==> config.mk <==
export PLATFORM = sky130hd
export DESIGN_NAME = imm_ext_pipe
export DESIGN_NICKNAME = d
export VERILOG_FILES = /design/src/rtl/imm_ext_pkg.sv /design/src/rtl/imm_ext_core.sv /design/src/rtl/imm_ext_pipe.sv
export SDC_FILE = /design/constraint.sdc
export NUM_CORES = 1
export LEC_CHECK = 0
export CAP_MARGIN = 5
export CORE_MARGIN = 8
export CORE_UTILIZATION = 41
export CTS_CLUSTER_SIZE = 24
export DETAILED_ROUTE_END_ITERATION = 7
export DONT_BUFFER_PORTS = 1
export GPL_TIMING_DRIVEN = 1
export PLACE_DENSITY = 0.53
export SYNTH_ARGS = -nofsm -noshare
export SYNTH_HDL_FRONTEND = slang
export SYNTH_SLANG_ARGS = --single-unit
==> constraint.sdc <==
create_clock -name clk -period 4.7 [get_ports clk]
set_input_delay 0.94 -clock clk [delete_from_list [all_inputs] [get_ports clk]]
set_output_delay 0.94 -clock clk [all_outputs]
set_load 0.02 [all_outputs]
==> src/rtl/imm_ext_pkg.sv <==
// Shared mode encoding and default widths for the immediate-extension stage.
package imm_ext_pkg;

    localparam int unsigned IMM_IN_W  = 16;
    localparam int unsigned IMM_OUT_W = 32;

    typedef enum logic [1:0] {
        IMM_SEXT   = 2'd0,
        IMM_ZEXT   = 2'd1,
        IMM_LUI    = 2'd2,
        IMM_BRANCH = 2'd3
    } imm_mode_e;

endpackage

==> src/rtl/imm_ext_core.sv <==
// Combinational immediate extender (sign/zero/LUI/branch-scaled).
// LUI and BRANCH shifts exist only when IMM_EXT_PIPE_SHIFT_EN is defined; otherwise they fall back to SEXT and flag err_c.
module imm_ext_core
    import imm_ext_pkg::*;
#(
    parameter int unsigned IN_W  = IMM_IN_W,
    parameter int unsigned OUT_W = IMM_OUT_W
) (
    input  logic [IN_W-1:0]  imm_i,
    input  logic [1:0]       mode_i,
    output logic [OUT_W-1:0] ext_c,
    output logic             err_c
);

    localparam int unsigned EXT_W = OUT_W - IN_W;

    logic [OUT_W-1:0] sext_w;
    logic [OUT_W-1:0] zext_w;

    assign sext_w = {{EXT_W{imm_i[IN_W-1]}}, imm_i};
    assign zext_w = OUT_W'(imm_i);

`ifdef IMM_EXT_PIPE_SHIFT_EN
    logic [OUT_W-1:0] lui_w;
    logic [OUT_W-1:0] branch_w;

    assign lui_w    = zext_w << EXT_W;
    assign branch_w = sext_w << 2;
`endif

    always_comb begin
        ext_c = sext_w;
        err_c = 1'b0;
        case (imm_mode_e'(mode_i))
            IMM_SEXT:   ext_c = sext_w;
            IMM_ZEXT:   ext_c = zext_w;
`ifdef IMM_EXT_PIPE_SHIFT_EN
            IMM_LUI:    ext_c = lui_w;
            IMM_BRANCH: ext_c = branch_w;
`else
            // Shift modes not built: keep SEXT value, let decode trap on err.
            IMM_LUI:    err_c = 1'b1;
            IMM_BRANCH: err_c = 1'b1;
`endif
            default:    ext_c = sext_w;
        endcase
    end

endmodule

==> src/rtl/imm_ext_pipe.sv <==
// Pipelined immediate-extension stage: extender feeding an output register plus skid register.
// Optional shift modes controlled by IMM_EXT_PIPE_SHIFT_EN (see imm_ext_core).
module imm_ext_pipe
    import imm_ext_pkg::*;
#(
    parameter int unsigned IN_W  = IMM_IN_W,
    parameter int unsigned OUT_W = IMM_OUT_W,
    parameter int unsigned TAG_W = 5
) (
    input  logic             clk,
    input  logic             rst,
    input  logic             in_valid,
    output logic             in_ready,
    input  logic [IN_W-1:0]  in_imm,
    input  logic [1:0]       in_mode,
    input  logic [TAG_W-1:0] in_tag,
    output logic             out_valid,
    input  logic             out_ready,
    output logic [OUT_W-1:0] out_imm,
    output logic [TAG_W-1:0] out_tag,
    output logic             out_mode_err
);

    generate
        if (OUT_W < IN_W + 2) begin : g_bad_width
            $error("imm_ext_pipe: OUT_W must be at least IN_W+2");
        end
    endgenerate

    logic [OUT_W-1:0] ext_c;
    logic             err_c;

    imm_ext_core #(
        .IN_W  (IN_W),
        .OUT_W (OUT_W)
    ) u_core (
        .imm_i  (in_imm),
        .mode_i (in_mode),
        .ext_c  (ext_c),
        .err_c  (err_c)
    );

    logic             o_valid_q, o_valid_d;
    logic [OUT_W-1:0] o_imm_q,   o_imm_d;
    logic [TAG_W-1:0] o_tag_q,   o_tag_d;
    logic             o_err_q,   o_err_d;
    logic             s_valid_q, s_valid_d;
    logic [OUT_W-1:0] s_imm_q,   s_imm_d;
    logic [TAG_W-1:0] s_tag_q,   s_tag_d;
    logic             s_err_q,   s_err_d;
    logic             accept_c;
    logic             drain_c;

    // Ready depends only on state and reset, never on out_ready.
    assign in_ready = !s_valid_q && !rst;
    assign accept_c = in_valid && in_ready;
    assign drain_c  = o_valid_q && out_ready;

    always_comb begin
        o_valid_d = o_valid_q;
        o_imm_d   = o_imm_q;
        o_tag_d   = o_tag_q;
        o_err_d   = o_err_q;
        s_valid_d = s_valid_q;
        s_imm_d   = s_imm_q;
        s_tag_d   = s_tag_q;
        s_err_d   = s_err_q;
        if (drain_c) begin
            if (s_valid_q) begin
                o_imm_d   = s_imm_q;
                o_tag_d   = s_tag_q;
                o_err_d   = s_err_q;
                s_valid_d = 1'b0;
            end else if (accept_c) begin
                o_imm_d = ext_c;
                o_tag_d = in_tag;
                o_err_d = err_c;
            end else begin
                o_valid_d = 1'b0;
            end
        end else if (accept_c) begin
            if (!o_valid_q) begin
                o_valid_d = 1'b1;
                o_imm_d   = ext_c;
                o_tag_d   = in_tag;
                o_err_d   = err_c;
            end else begin
                s_valid_d = 1'b1;
                s_imm_d   = ext_c;
                s_tag_d   = in_tag;
                s_err_d   = err_c;
            end
        end
    end

    always_ff @(posedge clk) begin
        if (rst) begin
            o_valid_q <= 1'b0;
            o_imm_q   <= '0;
            o_tag_q   <= '0;
            o_err_q   <= 1'b0;
            s_valid_q <= 1'b0;
            s_imm_q   <= '0;
            s_tag_q   <= '0;
            s_err_q   <= 1'b0;
        end else begin
            o_valid_q <= o_valid_d;
            o_imm_q   <= o_imm_d;
            o_tag_q   <= o_tag_d;
            o_err_q   <= o_err_d;
            s_valid_q <= s_valid_d;
            s_imm_q   <= s_imm_d;
            s_tag_q   <= s_tag_d;
            s_err_q   <= s_err_d;
        end
    end

    assign out_valid    = o_valid_q;
    assign out_imm      = o_imm_q;
    assign out_tag      = o_tag_q;
    assign out_mode_err = o_err_q;

endmodule

==> reports/summary.txt <==
post-synthesis instance area: 0.00205 mm²
final core utilization: 43.0%
critical path launch point type: input pin
# port buffers: 0
slowest library cell on the worst path: sky130_fd_sc_hd__a221oi_4
Worst-Margin Slew: 0.993 ns
most frequent cell on the critical path: sky130_fd_sc_hd__nor2_1
number of global-route vias before repair: 1538
leakage component of the power: 0.666 nW
All-Layer GR Usage: 13.2%
type of the tightest min-delay check: register to register
Setup TNS Final: 0 ns
I/O pin total: 67
1st-iter DRT viols: 151
post-DP HPWL: 3010 µm
gate count after technology mapping: 260
number of max-cap violations: 0
ratio of cells with drive above 1 in the final layout: 6.30%
max frequency: 353 MHz
final weighted congestion in routability-driven placement: 0.675
number of failing setup endpoints in the final timing report: 0
area grow syn2layout: 0.427%
share of synthesized area occupied by flip-flops and latches: 46.9%
clock latency reported for the late side of the worst-skew pair: 0.29 ns
Worst Path Max Fanout: 51
Synthesized Nets: 288
Cell Chain, Critical Path: nor2_1 -> nand2_1 -> ha_1 -> a221oi_4 -> buf_4 -> nor2_1 -> a311oi_1
wire length after detailed routing: 4630 µm
most frequent cells in the layout: 93 x sky130_fd_sc_hd__nand2_1, 47 x sky130_fd_sc_hd__dfxtp_1, 24 x sky130_fd_sc_hd__nor2_1, 24 x sky130_fd_sc_hd__a21oi_1, 23 x sky130_fd_sc_hd__a311oi_1
CP arrival: 3.03 ns
# resized after CTS: 0
Worst Path Class, Setup: input pin to register
antenna cells: 0
antenna violations before repair: 0
Yosys top cell by area: sky130_fd_sc_hd__dfxtp_1
mean post-synth cell area: 7.88 µm²
starting utilization of the core area: 42.8%
Setup Fix Bufs, Post-CTS: 0
DR vias/cell: 5.11
most common library cell in the layout ignoring fill and taps: sky130_fd_sc_hd__nand2_1
final max-slew violation count: 0
H-tree level count: 2
Area contributors post-synth: sky130_fd_sc_hd__dfxtp_1 47%, sky130_fd_sc_hd__nand2_1 17%, sky130_fd_sc_hd__a311oi_1 9.8%
post-synthesis sequential element count: 48
status: finished clean
number of sinks on the clock net: 48
TritonCTS buffer count: 5
total core area: 0.00479 mm²
kind of capture point of the worst setup path: register
clock tree from TritonCTS: built
largest net degree at the start of global routing: 52
IR Drop Worst-Case VDD: 0.201 mV
RSZ-0062 raised after global routing: false
delay of the slowest critical-path stage: 0.64 ns
number of unique standard cell types used by synthesis: 20
worst slew slack as a fraction of its limit: 33.7%
final antenna-violating net count: 0
cell chosen for the clock root: sky130_fd_sc_hd__clkbuf_8
total number of placement rows: 25
number of nets in the final layout: 265
first-pass GRT wire length: 7780 µm
DRC violation count after routing: 0
Final Hold Fails: 0
number of hold buffers added after cts: 0
final period utilization: 60.2%
Layout Skew: 0.00483 ns
clock-pin slew on the worst setup and hold paths: 0.08 ns
height of the die: 86.7 µm
DIE AREA: 0.00751 mm²
area fraction of the dominant cell type after synthesis: 46.9%
power density cells: 375 mW/mm²
CTS Buffer Depth: 2
vias post-DR: 1559
number of synthesis warnings: 0
overall overflow remaining after global route: 0
Crit path required time: 4.90 ns
overall die width: 86.7 µm
minimum period implied by the final worst setup slack: 2.83 ns
Pre-antenna DRT Iters: 4
filler cell count in the final layout: 518
Routed WL per cell: 15.2 µm
-- Yosys cell counts (all sizes together) --
cell type,instances
dfxtp,48
nand4,1
a21oi,24
a311oi,23
ha,1
clkbuf,10
buf,23
nor2,25
a221oi,2
nand3,3
nand2b,3
inv,2
nand2,93
o21ai,1
nor4,1
-- worst max-delay path, delay by kind of cell --
kind,cells,cell delay (ns)
AND/OR/NAND/NOR,3,0.55
AO/OA/AOI/OAI,2,0.91
adder cells (fa/ha/maj),1,0.22
buffers and inverters,1,0.40
-- power by group --
group / switching [W] / total, W / internal, W
registers: 0.0000464 / 0.000471 / 0.000425
logic: 0.0000299 / 0.0000521 / 0.0000222
clock network: 0.000128 / 0.000248 / 0.000120
-- final timing paths --
kind              depth (start not counted)  startpoint           to  slack (ns)
hold / removal                            2  s_tag_q[4]   s_tag_q[4]        0.45
setup reg to reg                          7   s_valid_q  out_imm[30]        2.10
hold reg to reg                           2  s_tag_q[4]   s_tag_q[4]        0.45
setup / recovery                          7         rst  out_imm[30]        1.87
-- through the flow --
stage	cells	worst slack [ns]	power [W]	area, µm²	hold WS [ns]
2_1_floorplan	260	2.06	0.000541	2050	0.437
3_3_place_gp	297	1.58	0.000534	1970	0.437
3_5_place_dp	297	1.56	0.000535	1970	0.440
4_1_cts	305	1.88	0.000785	2060	0.453
5_1_grt	305	1.58	0.000816	2060	0.468
6_report	305	1.87	0.000771	2060	0.451
-- registers in the layout, summed over array words and instances, names as in the netlist --
| name | cells |
|---|---|
| s_valid_q | 1 |
| out_mode_err | 1 |
| out_imm | 17 |
| s_imm_q | 17 |
| s_tag_q | 5 |
| s_err_q | 1 |
| out_valid | 1 |
| out_tag | 5 |
-- layout make-up --
class                   instances  area, µm²  area share, %
inverters                       2       7.51          0.365
repair buffers                  3       22.5           1.09
well taps                      67       83.8           4.08
clock buffers                   8       90.1           4.38
flip-flops and latches         48        965           46.9
multi-input cells             177        888           43.2
-- logic make-up (layout without fill, tap and decap cells) --
kind of cell               after synthesis  in the layout  synth area share (%)
buffers and inverters                   35             13                  10.3
AOI/OAI and AO/OA                       50             50                  17.7
adders and majority gates                1              1                 0.611
and+or+nand+nor                        126            126                  24.6
DFF                                     48             48                  46.9
-- metal layers --
layer / wire length, µm / track usage (%)
met5: 0 / 0
met4: 51 / 4.69
met3: 478 / 6.33
met2: 2100 / 21.7
met1: 2010 / 14.5
(Power assumes the default switching activity.)
